## src/rtl/alt_stats.sv

```systemverilog
// alt_stats: accumulates per-pixel DVI/CCD channel differences over a frame. At frame end a
// bit-serial divider and isqrt unit reduce a shadow copy of the sums into the frame statistics.
module alt_stats #(
  parameter int H_ACT = 640,
  parameter int V_ACT = 480,
  parameter int R_W   = 5,
  parameter int G_W   = 6,
  parameter int B_W   = 5,
  parameter int DW    = 6,
  parameter int ACC_W = 48,
  parameter int THR_K = 2
) (
  input  logic           clk_25,
  input  logic           reset,
  input  logic           valid_i,
  input  logic [9:0]     syncX_i,
  input  logic [9:0]     syncY_i,
  input  logic [R_W-1:0] DVI_R_i,
  input  logic [G_W-1:0] DVI_G_i,
  input  logic [B_W-1:0] DVI_B_i,
  input  logic [R_W-1:0] CCD_R_i,
  input  logic [G_W-1:0] CCD_G_i,
  input  logic [B_W-1:0] CCD_B_i,
  output logic [7:0]     AMB_SHIFT_R_o,
  output logic [7:0]     AMB_SHIFT_G_o,
  output logic [7:0]     AMB_SHIFT_B_o,
  output logic [31:0]    mean_fd2_o,
  output logic [31:0]    var_fd2_o,
  output logic [31:0]    threshold_o,
  output logic           done_o,
  output logic           busy_o,
  output logic           overrun_o
);

  localparam int F     = 2*DW + 2;
  localparam int F2    = 2*F;
  localparam int CNT_W = $clog2(H_ACT*V_ACT + 1);
  localparam int BC_W  = $clog2(ACC_W);
  localparam int SC_W  = $clog2(F);

  typedef enum logic [2:0] {
    S_IDLE = 3'd0,
    S_DIV  = 3'd1,
    S_VAR  = 3'd2,
    S_SQRT = 3'd3,
    S_OUT  = 3'd4
  } state_e;

  function automatic logic [DW-1:0] abs_diff(input logic [DW-1:0] a, input logic [DW-1:0] b);
    return (a >= b) ? (a - b) : (b - a);
  endfunction

  function automatic logic [31:0] sat32(input logic [63:0] v);
    return (|v[63:32]) ? 32'hFFFF_FFFF : v[31:0];
  endfunction

  state_e state_q;

  logic          v0_d, v0_q, e0_d, e0_q, v1_d, v1_q, e1_d, e1_q;
  logic [DW-1:0] dr0_d, dr0_q, dg0_d, dg0_q, db0_d, db0_q;
  logic [DW-1:0] cr0_d, cr0_q, cg0_d, cg0_q, cb0_d, cb0_q;
  logic [DW-1:0] ar1_d, ar1_q, ag1_d, ag1_q, ab1_d, ab1_q;
  logic [F-1:0]  fd2_1_d, fd2_1_q;
  logic [F2-1:0] fd4_1_d, fd4_1_q;

  logic [4:0][ACC_W-1:0] add_s, sum_s, acc_d, acc_q, sh_d, sh_q;
  logic [CNT_W-1:0]      cnt_d, cnt_q, sh_cnt_d, sh_cnt_q;
  logic                  load_s, drop_s;

  // Stage 0 captures normalised channels; stage 1 forms |delta|, FD^2 and FD^4.
  always_comb begin
    v0_d = valid_i;
    e0_d = valid_i && (syncX_i == 10'(H_ACT-1)) && (syncY_i == 10'(V_ACT-1));
    if (valid_i) begin
      dr0_d = DW'(DVI_R_i) << (DW-R_W);
      dg0_d = DW'(DVI_G_i) << (DW-G_W);
      db0_d = DW'(DVI_B_i) << (DW-B_W);
      cr0_d = DW'(CCD_R_i) << (DW-R_W);
      cg0_d = DW'(CCD_G_i) << (DW-G_W);
      cb0_d = DW'(CCD_B_i) << (DW-B_W);
    end else begin
      dr0_d = dr0_q;
      dg0_d = dg0_q;
      db0_d = db0_q;
      cr0_d = cr0_q;
      cg0_d = cg0_q;
      cb0_d = cb0_q;
    end
    v1_d    = v0_q;
    e1_d    = e0_q;
    ar1_d   = abs_diff(dr0_q, cr0_q);
    ag1_d   = abs_diff(dg0_q, cg0_q);
    ab1_d   = abs_diff(db0_q, cb0_q);
    fd2_1_d = F'(ar1_d) * F'(ar1_d) + F'(ag1_d) * F'(ag1_d) + F'(ab1_d) * F'(ab1_d);
    fd4_1_d = F2'(fd2_1_d) * F2'(fd2_1_d);
  end

  // Live accumulation; the frame-end pixel is folded into the shadow copy, never into acc.
  always_comb begin
    add_s[0] = ACC_W'(ar1_q);
    add_s[1] = ACC_W'(ag1_q);
    add_s[2] = ACC_W'(ab1_q);
    add_s[3] = ACC_W'(fd2_1_q);
    add_s[4] = ACC_W'(fd4_1_q);
    for (int i = 0; i < 5; i++) begin
      sum_s[i] = acc_q[i] + add_s[i];
    end
    load_s   = 1'b0;
    drop_s   = 1'b0;
    acc_d    = acc_q;
    cnt_d    = cnt_q;
    sh_d     = sh_q;
    sh_cnt_d = sh_cnt_q;
    if (v1_q && e1_q) begin
      acc_d = '0;
      cnt_d = '0;
      if (state_q == S_IDLE) begin
        load_s   = 1'b1;
        sh_d     = sum_s;
        sh_cnt_d = cnt_q + CNT_W'(1);
      end else begin
        drop_s = 1'b1;
      end
    end else if (v1_q) begin
      acc_d = sum_s;
      cnt_d = cnt_q + CNT_W'(1);
    end else begin
      acc_d = acc_q;
      cnt_d = cnt_q;
    end
  end

  // Pipeline, accumulator and shadow registers.
  always_ff @(posedge clk_25 or posedge reset) begin
    if (reset) begin
      v0_q <= 1'b0;  e0_q <= 1'b0;  v1_q <= 1'b0;  e1_q <= 1'b0;
      dr0_q <= '0;   dg0_q <= '0;   db0_q <= '0;
      cr0_q <= '0;   cg0_q <= '0;   cb0_q <= '0;
      ar1_q <= '0;   ag1_q <= '0;   ab1_q <= '0;
      fd2_1_q <= '0; fd4_1_q <= '0;
      acc_q <= '0;   cnt_q <= '0;   sh_q <= '0;   sh_cnt_q <= '0;
    end else begin
      v0_q <= v0_d;  e0_q <= e0_d;  v1_q <= v1_d;  e1_q <= e1_d;
      dr0_q <= dr0_d; dg0_q <= dg0_d; db0_q <= db0_d;
      cr0_q <= cr0_d; cg0_q <= cg0_d; cb0_q <= cb0_d;
      ar1_q <= ar1_d; ag1_q <= ag1_d; ab1_q <= ab1_d;
      fd2_1_q <= fd2_1_d; fd4_1_q <= fd4_1_d;
      acc_q <= acc_d; cnt_q <= cnt_d; sh_q <= sh_d; sh_cnt_q <= sh_cnt_d;
    end
  end

  logic [2:0]            div_idx_q;
  logic [BC_W-1:0]       bit_q;
  logic [ACC_W-1:0]      rem_q, dq_q;
  logic [4:0][ACC_W-1:0] q_q;
  logic [F2-1:0]         var_q, sq_src_q;
  logic [F+1:0]          sq_rem_q;
  logic [F-1:0]          root_q;
  logic [SC_W-1:0]       sq_cnt_q;
  logic [7:0]            amb_r_q, amb_g_q, amb_b_q;
  logic [31:0]           mean_q, var_out_q, thr_q;
  logic                  done_q, busy_q, overrun_q;

  logic [ACC_W:0]   div_trial_s, div_den_s;
  logic             div_ge_s, sq_ge_s;
  logic [ACC_W-1:0] div_rem_s, div_quo_s, div_res_s;
  logic [F+3:0]     sq_trial_s, sq_test_s;
  logic [F+1:0]     sq_rem_nx_s;
  logic [F-1:0]     root_nx_s;
  logic [F2-1:0]    mean_f2_s, mean_f4_s, f2sq_s, var_s;
  logic [63:0]      thr_s;

  // One restoring-division step, one isqrt step, and the variance/threshold arithmetic.
  always_comb begin
    div_den_s   = (ACC_W+1)'(sh_cnt_q);
    div_trial_s = {rem_q, dq_q[ACC_W-1]};
    div_ge_s    = (div_trial_s >= div_den_s);
    div_rem_s   = div_ge_s ? ACC_W'(div_trial_s - div_den_s) : ACC_W'(div_trial_s);
    div_quo_s   = {dq_q[ACC_W-2:0], div_ge_s};
    div_res_s   = (sh_cnt_q == CNT_W'(0)) ? ACC_W'(0) : div_quo_s;

    sq_trial_s  = {sq_rem_q, sq_src_q[F2-1 -: 2]};
    sq_test_s   = (F+4)'({root_q, 2'b01});
    sq_ge_s     = (sq_trial_s >= sq_test_s);
    sq_rem_nx_s = sq_ge_s ? (F+2)'(sq_trial_s - sq_test_s) : (F+2)'(sq_trial_s);
    root_nx_s   = {root_q[F-2:0], sq_ge_s};

    mean_f2_s   = F2'(q_q[3]);
    mean_f4_s   = F2'(q_q[4]);
    f2sq_s      = mean_f2_s * mean_f2_s;
    var_s       = (mean_f4_s >= f2sq_s) ? (mean_f4_s - f2sq_s) : F2'(0);
    thr_s       = 64'(mean_f2_s) + 64'(THR_K) * 64'(root_q);
  end

  // Sequencer: DIV x5 -> VAR -> SQRT -> OUT, working only from the shadow registers.
  always_ff @(posedge clk_25 or posedge reset) begin
    if (reset) begin
      state_q   <= S_IDLE;
      div_idx_q <= '0;  bit_q <= '0;  rem_q <= '0;  dq_q <= '0;  q_q <= '0;
      var_q     <= '0;  sq_src_q <= '0;  sq_rem_q <= '0;  root_q <= '0;  sq_cnt_q <= '0;
      amb_r_q   <= '0;  amb_g_q <= '0;  amb_b_q <= '0;
      mean_q    <= '0;  var_out_q <= '0;  thr_q <= '0;
      done_q    <= 1'b0;  busy_q <= 1'b0;  overrun_q <= 1'b0;
    end else begin
      done_q    <= 1'b0;
      busy_q    <= (state_q != S_IDLE);
      overrun_q <= drop_s;
      case (state_q)
        S_IDLE: begin
          if (load_s) begin
            state_q   <= S_DIV;
            div_idx_q <= 3'd0;
            bit_q     <= '0;
            rem_q     <= '0;
            dq_q      <= sh_d[0];
          end else begin
            state_q   <= S_IDLE;
          end
        end
        S_DIV: begin
          rem_q <= div_rem_s;
          dq_q  <= div_quo_s;
          if (bit_q == BC_W'(ACC_W-1)) begin
            q_q[div_idx_q] <= div_res_s;
            bit_q <= '0;
            rem_q <= '0;
            if (div_idx_q == 3'd4) begin
              state_q <= S_VAR;
            end else begin
              div_idx_q <= div_idx_q + 3'd1;
              dq_q      <= sh_q[div_idx_q + 3'd1];
            end
          end else begin
            bit_q <= bit_q + BC_W'(1);
          end
        end
        S_VAR: begin
          var_q    <= var_s;
          sq_src_q <= var_s;
          sq_rem_q <= '0;
          root_q   <= '0;
          sq_cnt_q <= '0;
          state_q  <= S_SQRT;
        end
        S_SQRT: begin
          sq_rem_q <= sq_rem_nx_s;
          root_q   <= root_nx_s;
          sq_src_q <= sq_src_q << 2;
          if (sq_cnt_q == SC_W'(F-1)) begin
            state_q <= S_OUT;
          end else begin
            sq_cnt_q <= sq_cnt_q + SC_W'(1);
          end
        end
        S_OUT: begin
          amb_r_q   <= 8'(q_q[0] << (8-DW));
          amb_g_q   <= 8'(q_q[1] << (8-DW));
          amb_b_q   <= 8'(q_q[2] << (8-DW));
          mean_q    <= sat32(64'(mean_f2_s));
          var_out_q <= sat32(64'(var_q));
          thr_q     <= sat32(thr_s);
          done_q    <= 1'b1;
          state_q   <= S_IDLE;
        end
        default: state_q <= S_IDLE;
      endcase
    end
  end

  assign AMB_SHIFT_R_o = amb_r_q;
  assign AMB_SHIFT_G_o = amb_g_q;
  assign AMB_SHIFT_B_o = amb_b_q;
  assign mean_fd2_o    = mean_q;
  assign var_fd2_o     = var_out_q;
  assign threshold_o   = thr_q;
  assign done_o        = done_q;
  assign busy_o        = busy_q;
  assign overrun_o     = overrun_q;

endmodule

```

## config.mk

```make
export PLATFORM = sky130hd
export DESIGN_NAME = alt_stats
export DESIGN_NICKNAME = d
export VERILOG_FILES = /design/src/rtl/alt_stats.sv
export SDC_FILE = /design/constraint.sdc
export NUM_CORES = 2
export LEC_CHECK = 0
export ABC_AREA = 1
export BUFFER_PORTS_ARGS = -buffer_cell sky130_fd_sc_hd__clkbuf_2
export CORE_ASPECT_RATIO = 1.4
export CORE_MARGIN = 4
export CORE_UTILIZATION = 45
export CTS_CLUSTER_SIZE = 10
export DETAILED_ROUTE_END_ITERATION = 6
export GPL_TIMING_DRIVEN = 0
export HOLD_SLACK_MARGIN = 0.03
export SLEW_MARGIN = 10
export SYNTH_ARGS = -nofsm -noshare
export SYNTH_HDL_FRONTEND = slang
export SYNTH_SLANG_ARGS = --single-unit
```

## constraint.sdc

```tcl
create_clock -name clk_25 -period 45 [get_ports clk_25]
set_input_delay 2.25 -clock clk_25 [delete_from_list [all_inputs] [get_ports clk_25]]
set_output_delay 2.25 -clock clk_25 [all_outputs]
set_load 0.01 [all_outputs]
```

; ---- Yosys cells after proc, flatten, opt, wreduce, memory -nomap -nowiden
; Index checks and enable logic that the tools add are counted.
[totals]
reg_bits = 1161
input_bits = 55
out_inout_bits = 123
[classes]
add_sub_neg = 21
multipliers = 5
order_cmp = 9
eq_ne = 15
muxes = 48
reduce_logical = 17
[ops]
columns = operator, count
row1 = $mux W48, 11
row2 = $mux W240, 2
row3 = $bwmux W240, 1
row4 = $pmux W48 S2, 2
row5 = $add A48 B6 Y48, 3
row6 = $bmux W48 S3, 1
row7 = $demux W48 S3, 1
row8 = $pmux W28 S2, 1
row9 = $ge A49 B19 Y1, 1
row10 = $add A48 B14 Y48, 1
row11 = $add A48 B28 Y48, 1
row12 = $sub A48 B19 Y48, 1
row13 = $mux W19, 2
row14 = $mul A6 B6 Y12, 3
row15 = $sub A6 B6 Y6, 6
row16 = $mux W32, 1
row17 = $pmux W16 S2, 1
row18 = $reduce_or A32 Y1 const A, 1
row19 = $mux W6, 5
row20 = $add A28 B15 Y29, 1
row21 = $ge A28 B28 Y1, 1
row22 = $mul A14 B14 Y28, 1
row23 = $mul A28 B28 Y28, 1
row24 = $mux W28, 1
row25 = 37 further kinds, 65

; ---- Depth between registers and ports, before layout
[logic_depth]
word_depth = 6
depth_mapped = 60
depth_no_buf = 58

; ---- Least setup slack after synthesis
; No wires, ideal clock.
[synth_path]
path_kind = reg2reg
startpoint = register dg0_q[3]
endpoint = register fd4_1_q[22]
setup_time_ns = 0.117
t_arrival_ns = 10.803
t_required_ns = 44.883
path_slack_ns = 34.080
path_stages_with_launch = 51
path_buffers = 2
synth_period_minus_slack_ns = 10.920
path_cell_list = dfrtp_1 -> inv_1 -> ha_1 -> clkbuf_1 -> a21o_1 -> a221oi_1 -> nand3_2 -> inv_1 -> nand2_1 -> nand2_1 -> inv_1 -> nand2_1 -> fa_1 -> fa_1 -> inv_1 -> fa_1 -> inv_1 -> fa_1 -> [... 15 more ...] -> inv_1 -> fa_1 -> inv_1 -> fa_1 -> fa_1 -> fa_1 -> ha_1 -> a21oi_1 -> o21a_1 -> nand2_1 -> a31oi_1 -> o21ai_0 -> nand2_1 -> nand2_1 -> nand2_1 -> nand2_1 -> nand2_1 -> nand2_1
[synth_between]
elab_chain_cells = 6
elab_cells_between_ends = 8
cone_classes = 4 x add/sub / 2 x mul / 1 x order compare / 1 x mux
[synth_rtl]
columns = item, line
row1 = start: declaration, 60  ; logic [DW-1:0] dr0_d, dr0_q, dg0_d, dg0_q, db0_d, db0_q;
row2 = start signal: assignment, 137  ; dr0_q <= '0; dg0_q <= '0; db0_q <= '0;
row3 = start signal: assignment, 144  ; dr0_q <= dr0_d; dg0_q <= dg0_d; db0_q <= db0_d;
row4 = $ge A6 B6 Y1, 50  ; return (a >= b) ? (a - b) : (b - a);
row5 = $mux W6, 50
row6 = named net ag1_d[2], 62  ; logic [DW-1:0] ar1_d, ar1_q, ag1_d, ag1_q, ab1_d, ab1_q;
row7 = $mul A6 B6 Y12, 94  ; fd2_1_d = F'(ar1_d) * F'(ar1_d) + F'(ag1_d) * F'(ag1_d) + F'(ab1_d) * F'(ab1_d);
row8 = $add A12 B12 Y13, 94
row9 = $add A13 B12 Y14, 94
row10 = $mul A14 B14 Y28, 95  ; fd4_1_d = F2'(fd2_1_d) * F2'(fd2_1_d);
row11 = named net fd4_1_d[22], 64  ; logic [F2-1:0] fd4_1_d, fd4_1_q;
row12 = end signal: assignment, 140  ; fd2_1_q <= '0; fd4_1_q <= '0;
row13 = end signal: assignment, 147  ; fd2_1_q <= fd2_1_d; fd4_1_q <= fd4_1_d;
row14 = end: declaration, 64
; The timed path passes the listed nets, and every way through them passes these cells.
; A chain may end at the register's enable or synchronous reset.

; ---- Final worst setup path
[layout_path]
startpoint = register dg0_q[3]
endpoint = register fd4_1_q[25]
[layout_between]
elab_chain_cells = 6
elab_cells_between_ends = 8
cone_classes = 4 x add/sub / 2 x mul / 1 x order compare / 1 x mux
[layout_rtl]
columns = item, line
row1 = $sub A6 B6 Y6 / $ge A6 B6 Y1 (equally long branches), 50
row2 = $mux W6 (*), 50
row3 = named net ag1_d[5], 62
row4 = $mul A6 B6 Y12 (*), 94
row5 = $add A12 B12 Y13 (*), 94
row6 = $add A13 B12 Y14 (*), 94
row7 = $mul A14 B14 Y28 (*), 95
row8 = named net fd4_1_d[25], 64
; The timed path passes the listed nets; every way through them passes the cells marked *.

==> impl_metrics.sql <==
INSERT INTO impl_metrics (metric_group, metric, value, unit) VALUES
('outcome', 'run_status', 'finished clean', ''),
('synthesis', 'synth-edff-count', '0', ''),
('sta', 'finClkSkew', '0.0496', 'ns'),
('die', 'die_h', '483', 'um'),
('cells_and_area', 'area_growth', '9.91', '%'),
('global_route', 'vias_in_the_first_global_route', '66900', ''),
('detailed_routing', 'drc', '0', ''),
('worst_setup_path', 'worst_path_arrival_time', '13.81', 'ns'),
('worst_setup_path', 'worst-setup-path-type', 'register to register', ''),
('global_route', 'antenna_found_initial', '9', ''),
('worst_setup_path', 'start_kind', 'register', ''),
('global_route', 'grt_max_degree', '114', ''),
('detailed_routing', 'detailedRoute.firstPassIterationCount', '6', ''),
('die', 'design.core.area', '0.159', 'mm2'),
('cells_and_area', 'fillers', '16000', ''),
('worst_setup_path', 'critPathMaxStageDelay', '0.71', 'ns'),
('cells_and_area', 'multi_input_area', '0.0410', 'mm2'),
('flow_run', 'drv.max_cap_violation_count', '0', ''),
('clocking', 'cts_hold_repair.buffers', '0', ''),
('placement', 'dp.final_hpwl', '243000', 'um'),
('die', 'io-pin-count', '178', ''),
('clocking', 'clock_latency', '0.79', 'ns'),
('sta', 'rsz0062_at_grt', 'false', ''),
('worst_setup_path', 'worst_setup_path_end_kind', 'register', ''),
('die', 'rows', '173', ''),
('sta', 'hold_viol_final', '0', ''),
('synthesis', 'syn-instance-count', '9292', ''),
('clocking', 'cts_max_path_buffers', '3', ''),
('cells_and_area', 'drive_gt1_frac', '0.0617', ''),
('die', 'effective_utilization_at_floorplan', '0.455', ''),
('synthesis', 'postSynthAreaPerCell', '7.79', 'um2'),
('die', 'floorplan.die.width', '347', 'um'),
('clocking', 'cts-buffers-inserted', '114', ''),
('synthesis', 'synth_largest_area_cell', 'sky130_fd_sc_hd__dfrtp_1', ''),
('detailed_routing', 'vias_per_cell', '5.50', ''),
('worst_setup_path', 'library_cell_contributing_the_largest_single_delay_on_the_critical_path', 'sky130_fd_sc_hd__xnor2_1', ''),
('worst_setup_path', 'timing.critical_path.mode_cell', 'sky130_fd_sc_hd__fa_1', ''),
('clocking', 'tritoncts_clock_tree', 'yes', ''),
('synthesis', 'ys_top_cells_by_area', 'sky130_fd_sc_hd__dfrtp_1 (34%), sky130_fd_sc_hd__nand2_1 (12%), sky130_fd_sc_hd__fa_1 (12%)', ''),
('clocking', 'htreeDepth', '3', ''),
('worst_hold_path', 'hold_path.class', 'register to register', ''),
('clocking', 'clock_tree.root_cell', 'sky130_fd_sc_hd__clkbuf_16', ''),
('detailed_routing', 'routed-wl-met2', '151000', 'um'),
('worst_setup_path', 'required_time_of_the_critical_path', '45.65', 'ns'),
('synthesis', 'ys_seq_area_frac', '0.339', ''),
('sta', 'maxSlewHeadroom', '0.0387', ''),
('synthesis', 'yosys_most_used_dff', 'sky130_fd_sc_hd__dfrtp_1', ''),
('sta', 'final.period_utilization', '0.292', ''),
('synthesis', 'synth.yosys.warnings', '0', ''),
('global_route', 'wire_length_of_the_first_global_routing_pass', '431000', 'um'),
('detailed_routing', 'wl_met1', '100000', 'um'),
('synthesis', 'synth_commonest_cells', 'sky130_fd_sc_hd__nand2_1 (2,411), sky130_fd_sc_hd__inv_1 (1,418), sky130_fd_sc_hd__dfrtp_1 (981)', ''),
('cells_and_area', 'finish.net_count', '10500', ''),
('worst_setup_path', 'crit_fanout', '10', ''),
('sta', 'max_freq', '76.0', 'MHz'),
('placement', 'portBuffers', '160', ''),
('detailed_routing', 'highest-signal-layer', 'met5', ''),
('synthesis', 'synth_async_sr_flop_share', '1.00', ''),
('global_route', 'overflow', '0', ''),
('clocking', 'worst_setup_hold_path_clk_slew', '0.06', 'ns'),
('sta', 'transition_at_the_pin_with_the_smallest_max_transition_slack', '1.43', 'ns'),
('die', 'total_die_area', '0.168', 'mm2'),
('detailed_routing', 'drt_iter0_drc', '4393', ''),
('detailed_routing', 'via_count', '64600', ''),
('cells_and_area', 'regArea', '0.0245', 'mm2'),
('synthesis', 'fraction_of_post_synthesis_cell_area_in_the_top_cell_type_by_area', '0.339', ''),
('detailed_routing', 'wl_per_cell', '25.1', 'um'),
('clocking', 'cts_sinks', '981', ''),
('detailed_routing', 'postRouteAntennaNets', '0', ''),
('detailed_routing', 'wirelength', '294000', 'um'),
('clocking', 'cts_resized', '0', '');
cells by family after synthesis:
family                   count (synthesis)  synth area share
AO/OA/AOI/OAI                         1472             0.114
XOR/XNOR                               307            0.0372
adder cells (fa/ha/maj)                824             0.186
buffers and inverters                 1794            0.0960
flip-flops                             981             0.339
multiplexers                            14           0.00199
other                                    1         0.0000518
AND/OR/NAND/NOR                       3899             0.226
cells in the final DEF (no fill, tap or decap), types with 18 or more instances in the layout:
cell                           n
sky130_fd_sc_hd__ha_1        402
sky130_fd_sc_hd__o221ai_1     28
sky130_fd_sc_hd__nor3_1      106
sky130_fd_sc_hd__nor2_2       20
sky130_fd_sc_hd__inv_1      1417
sky130_fd_sc_hd__buf_4        24
sky130_fd_sc_hd__dfrtp_1     981
sky130_fd_sc_hd__o22ai_1      93
sky130_fd_sc_hd__nand4_1      93
sky130_fd_sc_hd__xnor2_1      86
sky130_fd_sc_hd__clkbuf_16   115
sky130_fd_sc_hd__xor2_1      217
sky130_fd_sc_hd__nor2_1      595
sky130_fd_sc_hd__nand3b_1     18
sky130_fd_sc_hd__buf_2        71
sky130_fd_sc_hd__o21a_1       19
sky130_fd_sc_hd__nor4_1       43
sky130_fd_sc_hd__nand3_1     498
sky130_fd_sc_hd__a21boi_0     19
sky130_fd_sc_hd__clkbuf_2    164
sky130_fd_sc_hd__o211ai_1     40
sky130_fd_sc_hd__nand2_1    2411
sky130_fd_sc_hd__a21oi_1     395
sky130_fd_sc_hd__o21ai_1      60
sky130_fd_sc_hd__or2_2        43
sky130_fd_sc_hd__fa_1        422
sky130_fd_sc_hd__buf_1        29
sky130_fd_sc_hd__a21o_1       32
sky130_fd_sc_hd__clkbuf_1    236
sky130_fd_sc_hd__o21ai_0     668
final timing paths:
path,from,to,slack (ns),cells past startpoint
worst max-delay path,dg0_q[3],fd4_1_q[25],31.84,43
worst min-delay path,e0_q,e1_q,0.39,0
worst max register to register,dg0_q[3],fd4_1_q[25],31.84,43
worst min register to register,e0_q,e1_q,0.39,0
max in group asynchronous,reset,acc_q[72],41.17,6
min in group asynchronous,reset,rem_q[23],1.49,2
per-layer routing:
metal	up-vias	global-route usage
met5	-	0
met4	4	0.299
met3	794	0.0356
met2	2072	0.641
met1	31600	0.354
li1	30100	-
stage by stage:
stage	std cells	area, um2	utilization	worst slack, ns
final	11700	79600	0.500	31.84
after floorplan	9308	72500	-	15.15
after CTS	11700	79600	0.499	31.79
after global routing	11700	79600	0.500	31.16
after detailed placement	11600	76200	0.479	31.84
after global placement	11600	75900	0.477	3.22
worst max-delay path: cells and delay by family, from the launching register on:
kind	cells	cell delay [ns]
compound gates	5	1.02
xor+xnor	2	0.86
fa+ha+maj	15	7.20
buf+inv	10	1.56
flops	1	0.35
simple gates	11	2.03
final cells by class:
class                   count  area share
inverters                1440      0.0681
repair buffers            173      0.0140
plain buffers             354      0.0194
flip-flops and latches    981       0.308
clock inverters            17     0.00352
diodes                      7    0.000220
multi-input cells        6533       0.515
well taps                2100      0.0330
clock buffers             137      0.0382
state kept, by name, summed over array words and instances (netlist names), 26 cells and up:
| name | count |
|---|---|
| var_fd2_o | 28 |
| fd4_1_q | 26 |
| mean_f4_s | 28 |
| dq_q | 48 |
| threshold_o | 28 |
| acc_q | 238 |
| sh_q | 239 |
| mean_fd2_o | 28 |
| sq_src_q | 28 |
| mean_f2_s | 28 |
| rem_q | 48 |
| var_q | 28 |
Power is left out: the tool's default activity adds up to more than one toggle a clock period on the data nets, which glitch-free logic cannot reach.
